`src/rtl/crc_result_monitor.sv`:
```
// Checks a CRC generator's result stream against packet ends and folds each result into a rotating signature.
// All outputs are registered, with one cycle of latency. There is no backpressure: results arriving too late or with nothing outstanding are flagged as errors.
module crc_result_monitor #(
  parameter int                   CRC_WIDTH   = 32,
  parameter logic [7:0]           PKT_LIMIT   = 8'd100,
  parameter int                   MAX_LAT     = 16,
  parameter int                   OUTST_WIDTH = 4,
  parameter logic [CRC_WIDTH-1:0] EXP_SIG     = {CRC_WIDTH{1'b0}}
) (
  input  logic                 clk,
  input  logic                 rst_n,
  input  logic                 start,
  input  logic                 pkt_end,
  input  logic [CRC_WIDTH-1:0] crc_in,
  input  logic                 crc_vld,
  output logic [CRC_WIDTH-1:0] signature,
  output logic [7:0]           res_cnt,
  output logic                 done,
  output logic                 pass,
  output logic                 err_lat,
  output logic                 err_unexp,
  output logic                 err_ovf
);

  typedef enum logic [1:0] {IDLE, RUN, DRAIN, DONE} state_t;

  localparam logic [OUTST_WIDTH-1:0] OUTST_MAX = '1;
  localparam logic [7:0]             LAT_LIMIT = 8'(MAX_LAT);

  state_t                 state_q, state_d;
  logic [7:0]             sent_cnt_q, sent_cnt_d;
  logic [OUTST_WIDTH-1:0] outst_q, outst_d;
  logic [7:0]             lat_tmr_q, lat_tmr_d;
  logic [CRC_WIDTH-1:0]   signature_q, signature_d;
  logic [7:0]             res_cnt_q, res_cnt_d;
  logic                   done_q, done_d;
  logic                   pass_q, pass_d;
  logic                   err_lat_q, err_lat_d;
  logic                   err_unexp_q, err_unexp_d;
  logic                   err_ovf_q, err_ovf_d;

  logic active, outst_nz, lat_tmo, accept, unexp, count, ovf;

  assign active   = (state_q == RUN) || (state_q == DRAIN);
  assign outst_nz = (outst_q != '0);
  // A result arriving on the same edge as the timeout is late, so it is rejected.
  assign lat_tmo  = active && outst_nz && (lat_tmr_q >= LAT_LIMIT);
  assign accept   = active && crc_vld && outst_nz && !lat_tmo;
  assign unexp    = active && crc_vld && !outst_nz;
  assign count    = (state_q == RUN) && pkt_end;
  assign ovf      = count && (outst_q == OUTST_MAX) && !accept;

  always_comb begin
    state_d     = state_q;
    sent_cnt_d  = sent_cnt_q;
    outst_d     = outst_q;
    lat_tmr_d   = lat_tmr_q;
    signature_d = signature_q;
    res_cnt_d   = res_cnt_q;
    done_d      = done_q;
    pass_d      = pass_q;
    err_lat_d   = err_lat_q;
    err_unexp_d = err_unexp_q;
    err_ovf_d   = err_ovf_q;

    if (!start) begin
      state_d     = IDLE;
      sent_cnt_d  = '0;
      outst_d     = '0;
      lat_tmr_d   = '0;
      signature_d = '0;
      res_cnt_d   = '0;
      done_d      = 1'b0;
      pass_d      = 1'b0;
      err_lat_d   = 1'b0;
      err_unexp_d = 1'b0;
      err_ovf_d   = 1'b0;
    end else begin
      case (state_q)
        IDLE: state_d = RUN;
        RUN, DRAIN: begin
          if (accept) begin
            signature_d = {signature_q[CRC_WIDTH-2:0], signature_q[CRC_WIDTH-1]} ^ crc_in;
            res_cnt_d   = res_cnt_q + 8'd1;
          end
          if (count) sent_cnt_d = sent_cnt_q + 8'd1;
          if (count && !accept && !ovf) outst_d = outst_q + 1'b1;
          else if (accept && !count)    outst_d = outst_q - 1'b1;
          lat_tmr_d   = (accept || !outst_nz) ? 8'd0 : lat_tmr_q + 8'd1;
          err_lat_d   = err_lat_q   | lat_tmo;
          err_unexp_d = err_unexp_q | unexp;
          err_ovf_d   = err_ovf_q   | ovf;
          if (lat_tmo || unexp || ovf) begin
            state_d = DONE;
            done_d  = 1'b1;
            pass_d  = 1'b0;
          end else if (res_cnt_d == PKT_LIMIT) begin
            state_d = DONE;
            done_d  = 1'b1;
            pass_d  = (signature_d == EXP_SIG) && !(err_lat_q || err_unexp_q || err_ovf_q);
          end else if ((state_q == RUN) && (sent_cnt_d == PKT_LIMIT)) begin
            state_d = DRAIN;
          end
        end
        default: ;
      endcase
    end
  end

  always_ff @(posedge clk or negedge rst_n) begin
    if (!rst_n) begin
      state_q     <= IDLE;
      sent_cnt_q  <= '0;
      outst_q     <= '0;
      lat_tmr_q   <= '0;
      signature_q <= '0;
      res_cnt_q   <= '0;
      done_q      <= 1'b0;
      pass_q      <= 1'b0;
      err_lat_q   <= 1'b0;
      err_unexp_q <= 1'b0;
      err_ovf_q   <= 1'b0;
    end else begin
      state_q     <= state_d;
      sent_cnt_q  <= sent_cnt_d;
      outst_q     <= outst_d;
      lat_tmr_q   <= lat_tmr_d;
      signature_q <= signature_d;
      res_cnt_q   <= res_cnt_d;
      done_q      <= done_d;
      pass_q      <= pass_d;
      err_lat_q   <= err_lat_d;
      err_unexp_q <= err_unexp_d;
      err_ovf_q   <= err_ovf_d;
    end
  end

  assign signature = signature_q;
  assign res_cnt   = res_cnt_q;
  assign done      = done_q;
  assign pass      = pass_q;
  assign err_lat   = err_lat_q;
  assign err_unexp = err_unexp_q;
  assign err_ovf   = err_ovf_q;

endmodule
```
`config.mk`:
```
export PLATFORM = sky130hd
export DESIGN_NAME = crc_result_monitor
export DESIGN_NICKNAME = d
export VERILOG_FILES = /design/src/rtl/crc_result_monitor.sv
export SDC_FILE = /design/constraint.sdc
export NUM_CORES = 1
export LEC_CHECK = 0
export BUFFER_PORTS_ARGS = -buffer_cell sky130_fd_sc_hd__buf_2
export CAP_MARGIN = 5
export CORE_ASPECT_RATIO = 1.5
export CORE_MARGIN = 2
export CORE_UTILIZATION = 55
export DETAILED_ROUTE_END_ITERATION = 12
export GPL_ROUTABILITY_DRIVEN = 0
export PLACE_DENSITY_LB_ADDON = 0.25
export SLEW_MARGIN = 20
export SYNTH_ARGS = -nofsm -noshare
export SYNTH_HDL_FRONTEND = slang
export SYNTH_SLANG_ARGS = --single-unit
```
`constraint.sdc`:
```
create_clock -name clk -period 3.54 [get_ports clk]
set_input_delay 0.177 -clock clk [delete_from_list [all_inputs] [get_ports clk]]
set_output_delay 0.177 -clock clk [all_outputs]
set_load 0.1 [all_outputs]
```
==> results.json, run 1 <==
{
  "status": "complete, no violations",
  "gr-usage-met2_pct": 41.5,
  "grt_usage_pct": 24.4,
  "clock_sinks": 67,
  "cts_tree": "done",
  "viasPerCell": 5.93,
  "start_util_pct": 56.1,
  "fmax_ghz": 0.355,
  "firstDrtPassIters": 5,
  "post_cts_buffers": 0,
  "hpwl_um": 6690,
  "die_area_um2": 7630,
  "hp-start": "crc_in[31]",
  "drt-initial-drc-count": 166,
  "overflow": 0,
  "post_drt_wl_per_cell_um": 16.6,
  "final_cell_mix": "buf_2, dfrtp_1, xor2_1",
  "p_per_area_nw_per_um2": 497,
  "regArea_um2": 1680,
  "final_common_cell": "buf_2",
  "tns_ns": 0,
  "report.final.slew_viol_count": 0,
  "port_buffers": 81,
  "dpl_cell_area_um2": 4300,
  "clock_skew_ns": 0.0101,
  "ant_nets": 0,
  "fin_area_um2": 4520,
  "grt_pass1_vias": 3165,
  "clock_latency_ns": 0.36,
  "tightest_slew_ns": 0.778,
  "syn_inst": 386,
  "die_w_um": 72,
  "netlist_area_um2": 3810,
  "final_cells": 553,
  "drcViolationCount": 0,
  "slew_headroom_pct": 48.1,
  "ys_types": 55,
  "ys_ff_latch": 67,
  "grt_util_met1_pct": 27.6,
  "crit_arrival_ns": 3.07,
  "drive_gt1_share_pct": 24.4,
  "antenna_found_initial": 0,
  "max-cap-violations": 0,
  "finalCriticalPeriod_ns": 2.82,
  "cts_hold_repair.buffers": 1,
  "crit_start": "lat_tmr_q[4]",
  "r2r-start": "lat_tmr_q[4]",
  "postSynthAreaPerCell_um2": 9.88,
  "nets": 516,
  "clk_pin_slew_ns": 0.08,
  "endpoint_kind": "flop",
  "cts_resized": 0,
  "io_pins": 82,
  "clockBufferDepth": 2,
  "diodes": 0,
  "rsz0062_at_grt": "no",
  "htree_levels": 3,
  "fillers": 551,
  "grt_max_degree": 36,
  "fin_crit_sh_pct": 79.6,
  "row_count": 37,
  "syn-num-nets": 432,
  "area_growth_pct": 18.4,
  "grt-busiest-layer": "met2",
  "cp-start-kind": "flop",
  "cts_inserted_buffers": 9,
  "required_ns": 3.79,
  "multi_input_area_um2": 2040,
  "cts_root_buf": "clkbuf_8",
  "ir_drop_v": 0.000391,
  "finalSetupViolCount": 0,
  "wl_um": 9170,
  "vias": 3280,
  "hp-class": "in2reg",
  "grt_pass1_wl_um": 14500,
  "synth_edf_count": 0,
  "core_um2": 6810,
  "ys_seq_area_share_pct": 43.9,
  "finalHoldViolCount": 0,
  "synth_ff_type": "dfrtp_1",
  "grt_use_met3_pct": 5.88,
  "crit_fanout": 7,
  "criticalPathCategory": "reg2reg",
  "place_inst": 536,
  "ys_warn_count": 0,
  "synthArstFlopShare_pct": 100,
  "fp.dieH_um": 106,
  "p_leak_uw": 0.00226
}
## area by class of cell
class | instances | area share (%)
clock buffer | 10 | 2.83
clock inverter | 6 | 1.77
inverter | 9 | 0.748
multi-input combinational | 295 | 45.2
sequential | 67 | 37.1
tap | 78 | 2.16
timing repair buffer | 88 | 10.2
## path summary, 6_finish.rpt
kind	endpoint	slack [ns]	cells past startpoint
setup / recovery	outst_q[3]	0.72	9
hold / removal	signature[31]	0.17	4
setup reg to reg	outst_q[3]	0.72	9
hold reg to reg	done	0.50	1
max in group asynchronous	outst_q[0]	2.19	3
min in group asynchronous	signature[16]	0.43	2
## cell families (layout without fill, tap and decap cells)
kind of cell    count (synthesis)  count (layout)  share of synthesized area (%)
simple gates                  154             154                           22.2
compound gates                 76              76                           15.0
flops                          67              67                           43.9
xor+xnor                       51              51                           11.7
buf+inv                        24             113                           2.62
fa+ha+maj                       9               9                           3.15
mux                             5               5                           1.34
## flip-flops by register name, summed over array words and instances (netlist names)
name	flops
state_q	2
outst_q	4
pass	1
lat_tmr_q	8
err_unexp	1
err_ovf	1
res_cnt	8
err_lat	1
done	1
signature	32
sent_cnt_q	8
## synth_stat cells, types with 6 or more instances
| cell | count | area [µm²] |
|---|---|---|
| a22o_1 | 26 | 228 |
| clkbuf_1 | 10 | 37.5 |
| inv_1 | 9 | 33.8 |
| nand2_1 | 34 | 128 |
| xor2_1 | 39 | 342 |
| xnor2_1 | 12 | 105 |
| o21ai_0 | 17 | 85.1 |
| and2_1 | 18 | 113 |
| ha_1 | 8 | 100 |
| nor4_1 | 17 | 106 |
| nand4_1 | 6 | 37.5 |
| nand3_1 | 20 | 100 |
| nor2_1 | 20 | 75.1 |
| or3_1 | 6 | 37.5 |
| dfrtp_1 | 67 | 1680 |
## per-layer routing
metal | wire length, µm | vias up
met1 | 3620 | 1605
met4 | 281 | 0
met5 | 0 | -
met2 | 4860 | 98
li1 | - | 1556
met3 | 405 | 21
## per-stage QoR
step / hold WS [ns] / setup slack (ns) / total power (µW) / utilization, %
after floorplan: -0.119 / 0.749 / 1380 / -
after global placement: 0.291 / 0.846 / 1550 / 63.2
after detailed placement: 0.293 / 0.739 / 1570 / 63.2
after CTS: 0.159 / 0.715 / 2260 / 66.4
after global routing: 0.168 / 0.592 / 2350 / 66.4
final: 0.168 / 0.723 / 2240 / 66.4
## critical path: stages (launching register included)
cell and delay, ns:
dfrtp_1 0.43, or4_4 0.62, o311ai_2 0.42, ha_1 0.32, a21o_1 0.18, a21oi_1 0.17, mux2i_1 0.19, nand2_1 0.08
xnor2_1 0.14, and2_1 0.16
## report_power, final
group	internal, µW	switching (µW)
logic	213	485
registers	807	53.3
clock network	392	293
total	1410	832
(Power assumes the default switching activity.)
==> run 2: changes to the inputs <==
CORE_UTILIZATION = 50   (was 55)
clock period = 2.5 ns   (was 3.54 ns; I/O delays follow)
==> results.json, run 2 (same netlist as run 1, synthesis figures left out) <==
{
  "rsz0062_at_grt": "yes",
  "status": "finished with violations",
  "drive_gt1_share_pct": 28.3,
  "finalSetupViolCount": 2,
  "antenna_found_initial": 0,
  "m1WireLength_um": 3890,
  "largest_reg_flops": 32,
  "clock_sinks": 67,
  "die_area_um2": 8360,
  "clockBufferDepth": 2,
  "fin_crit_sh_pct": 101,
  "fillers": 674,
  "critPathTopFamily": "simple AND/OR/NAND/NOR gates",
  "cts_inserted_buffers": 9,
  "clock_latency_ns": 0.33,
  "endpoint_kind": "flop",
  "core_um2": 7510,
  "cts_tree": "done",
  "vias": 3355,
  "post_drt_wl_per_cell_um": 16.5,
  "max-cap-violations": 0,
  "cp-start-kind": "flop",
  "firstDrtPassIters": 4,
  "clock_skew_ns": 0.00279,
  "port_buffers": 81,
  "grt_max_degree": 40,
  "hp-class": "in2reg",
  "p_total_uw": 3510,
  "p_per_area_nw_per_um2": 732,
  "cp_slowest_cell": "or4_4",
  "drcViolationCount": 0,
  "fmax_ghz": 0.396,
  "drt-initial-drc-count": 159,
  "nets": 533,
  "htree_levels": 3,
  "cts_root_buf": "clkbuf_16",
  "viasPerCell": 5.65,
  "diodes": 0,
  "place_inst": 574,
  "crit_fanout": 4,
  "row_count": 39,
  "crit_chain": "or4_4 > buf_4 > nor4_2 > mux2i_1 > a211oi_2 > or4_1 > and3_1",
  "area_growth_pct": 25.8,
  "crit_arrival_ns": 2.75,
  "max_stage_delay_ns": 0.58,
  "grt_usage_pct": 24.8,
  "p_leak_uw": 0.00238,
  "required_ns": 2.72,
  "finalCriticalPeriod_ns": 2.53,
  "hpwl_um": 7050,
  "route.met3.wl_um": 502,
  "worst_slack_ns": -0.0260,
  "fin_area_um2": 4800,
  "start_util_pct": 50.8,
  "final_common_cell": "buf_2",
  "top_layer": "met4",
  "place_ws_ns": -0.0357,
  "dr_wl_met2_um": 5040,
  "tns_ns": -0.0453,
  "final_cell_mix": "buf_2, dfrtp_1, xor2_1",
  "overflow": 0,
  "grt_pass1_wl_um": 15700,
  "clk_pin_slew_ns": 0.05,
  "final_cells": 594,
  "ant_nets": 0,
  "criticalPathCategory": "reg2reg",
  "dpl_cell_area_um2": 4460,
  "ir_drop_v": 0.000597,
  "io_pins": 82,
  "fp.dieH_um": 111,
  "grt_pass1_vias": 3367,
  "path_buf_inv": 1,
  "finalHoldViolCount": 0,
  "die_w_um": 75.3,
  "slew_headroom_pct": 66.2,
  "violations": "negative setup slack",
  "tightest_slew_ns": 0.503,
  "report.final.slew_viol_count": 0,
  "wl_um": 9770
}
-- run 2: cell count changes in the layout (fill, tap and decap cells not counted), moves of 2 or more --
cell,delta
dfrtp_1,-3
dfrtp_2,+3
buf_4,+16
clkbuf_8,-6
bufinv_16,-2
clkinv_2,-2
clkbuf_16,+9
-- run 2: path summary, 6_finish.rpt --
kind                                    from       endpoint  slack [ns]  depth (start not counted)
worst max-delay path            lat_tmr_q[6]     state_q[1]       -0.03                          7
worst min-delay path              crc_in[29]  signature[29]        0.13                          4
worst max register to register  lat_tmr_q[6]     state_q[1]       -0.03                          7
worst min register to register          done           done        0.51                          1
max in group asynchronous              rst_n     res_cnt[2]        1.73                          3
min in group asynchronous              rst_n  signature[18]        0.33                          3
-- run 2: timing repair --
| action | CTS | global route |
|---|---|---|
| endpoints found under the setup margin | 1 | 3 |
| hold endpoints to repair | 67 | 0 |
| hold buffers | 1 | 0 |
| setup buffers | 2 | 1 |
| gates resized for setup | 1 | 3 |
| pin swaps | 2 | 1 |
| gates cloned | 0 | 0 |
-- run 2: stage by stage --
step,hold slack [ns],util (%)
final,0.133,63.9
after global routing,0.168,63.9
after CTS,0.129,63.6
after detailed placement,0.167,59.4
after global placement,0.155,59.4
after floorplan,-0.171,-
-- run 2: area by class of cell --
| cell class | instances | area, µm² | share of cell area [%] |
|---|---|---|---|
| Clock inverter | 2 | 10.0 | 0.209 |
| Clock buffer | 14 | 274 | 5.71 |
| Inverter | 9 | 33.8 | 0.704 |
| Sequential cell | 67 | 1680 | 35.0 |
| Tap cell | 102 | 128 | 2.66 |
| Multi-Input combinational cell | 295 | 2070 | 43.2 |
| Timing Repair Buffer | 105 | 601 | 12.5 |
-- run 2: routing by layer --
layer	up-vias	global-route usage, %
met3	26	7.09
met4	0	11.7
met5	-	0
li1	1594	-
met2	119	41.3
met1	1616	28.2
-- run 2: where the power goes --
part / leakage [µW] / switching [µW] / internal, µW
clock network: 0.000143 / 439 / 749
logic: 0.00131 / 729 / 376
registers: 0.000928 / 75.7 / 1140
-- run 2: worst min-delay path: stages --
cell	delay, ns
buf_2	0.08
xor2_1	0.07
nor2_1	0.08
nor2_1	0.06
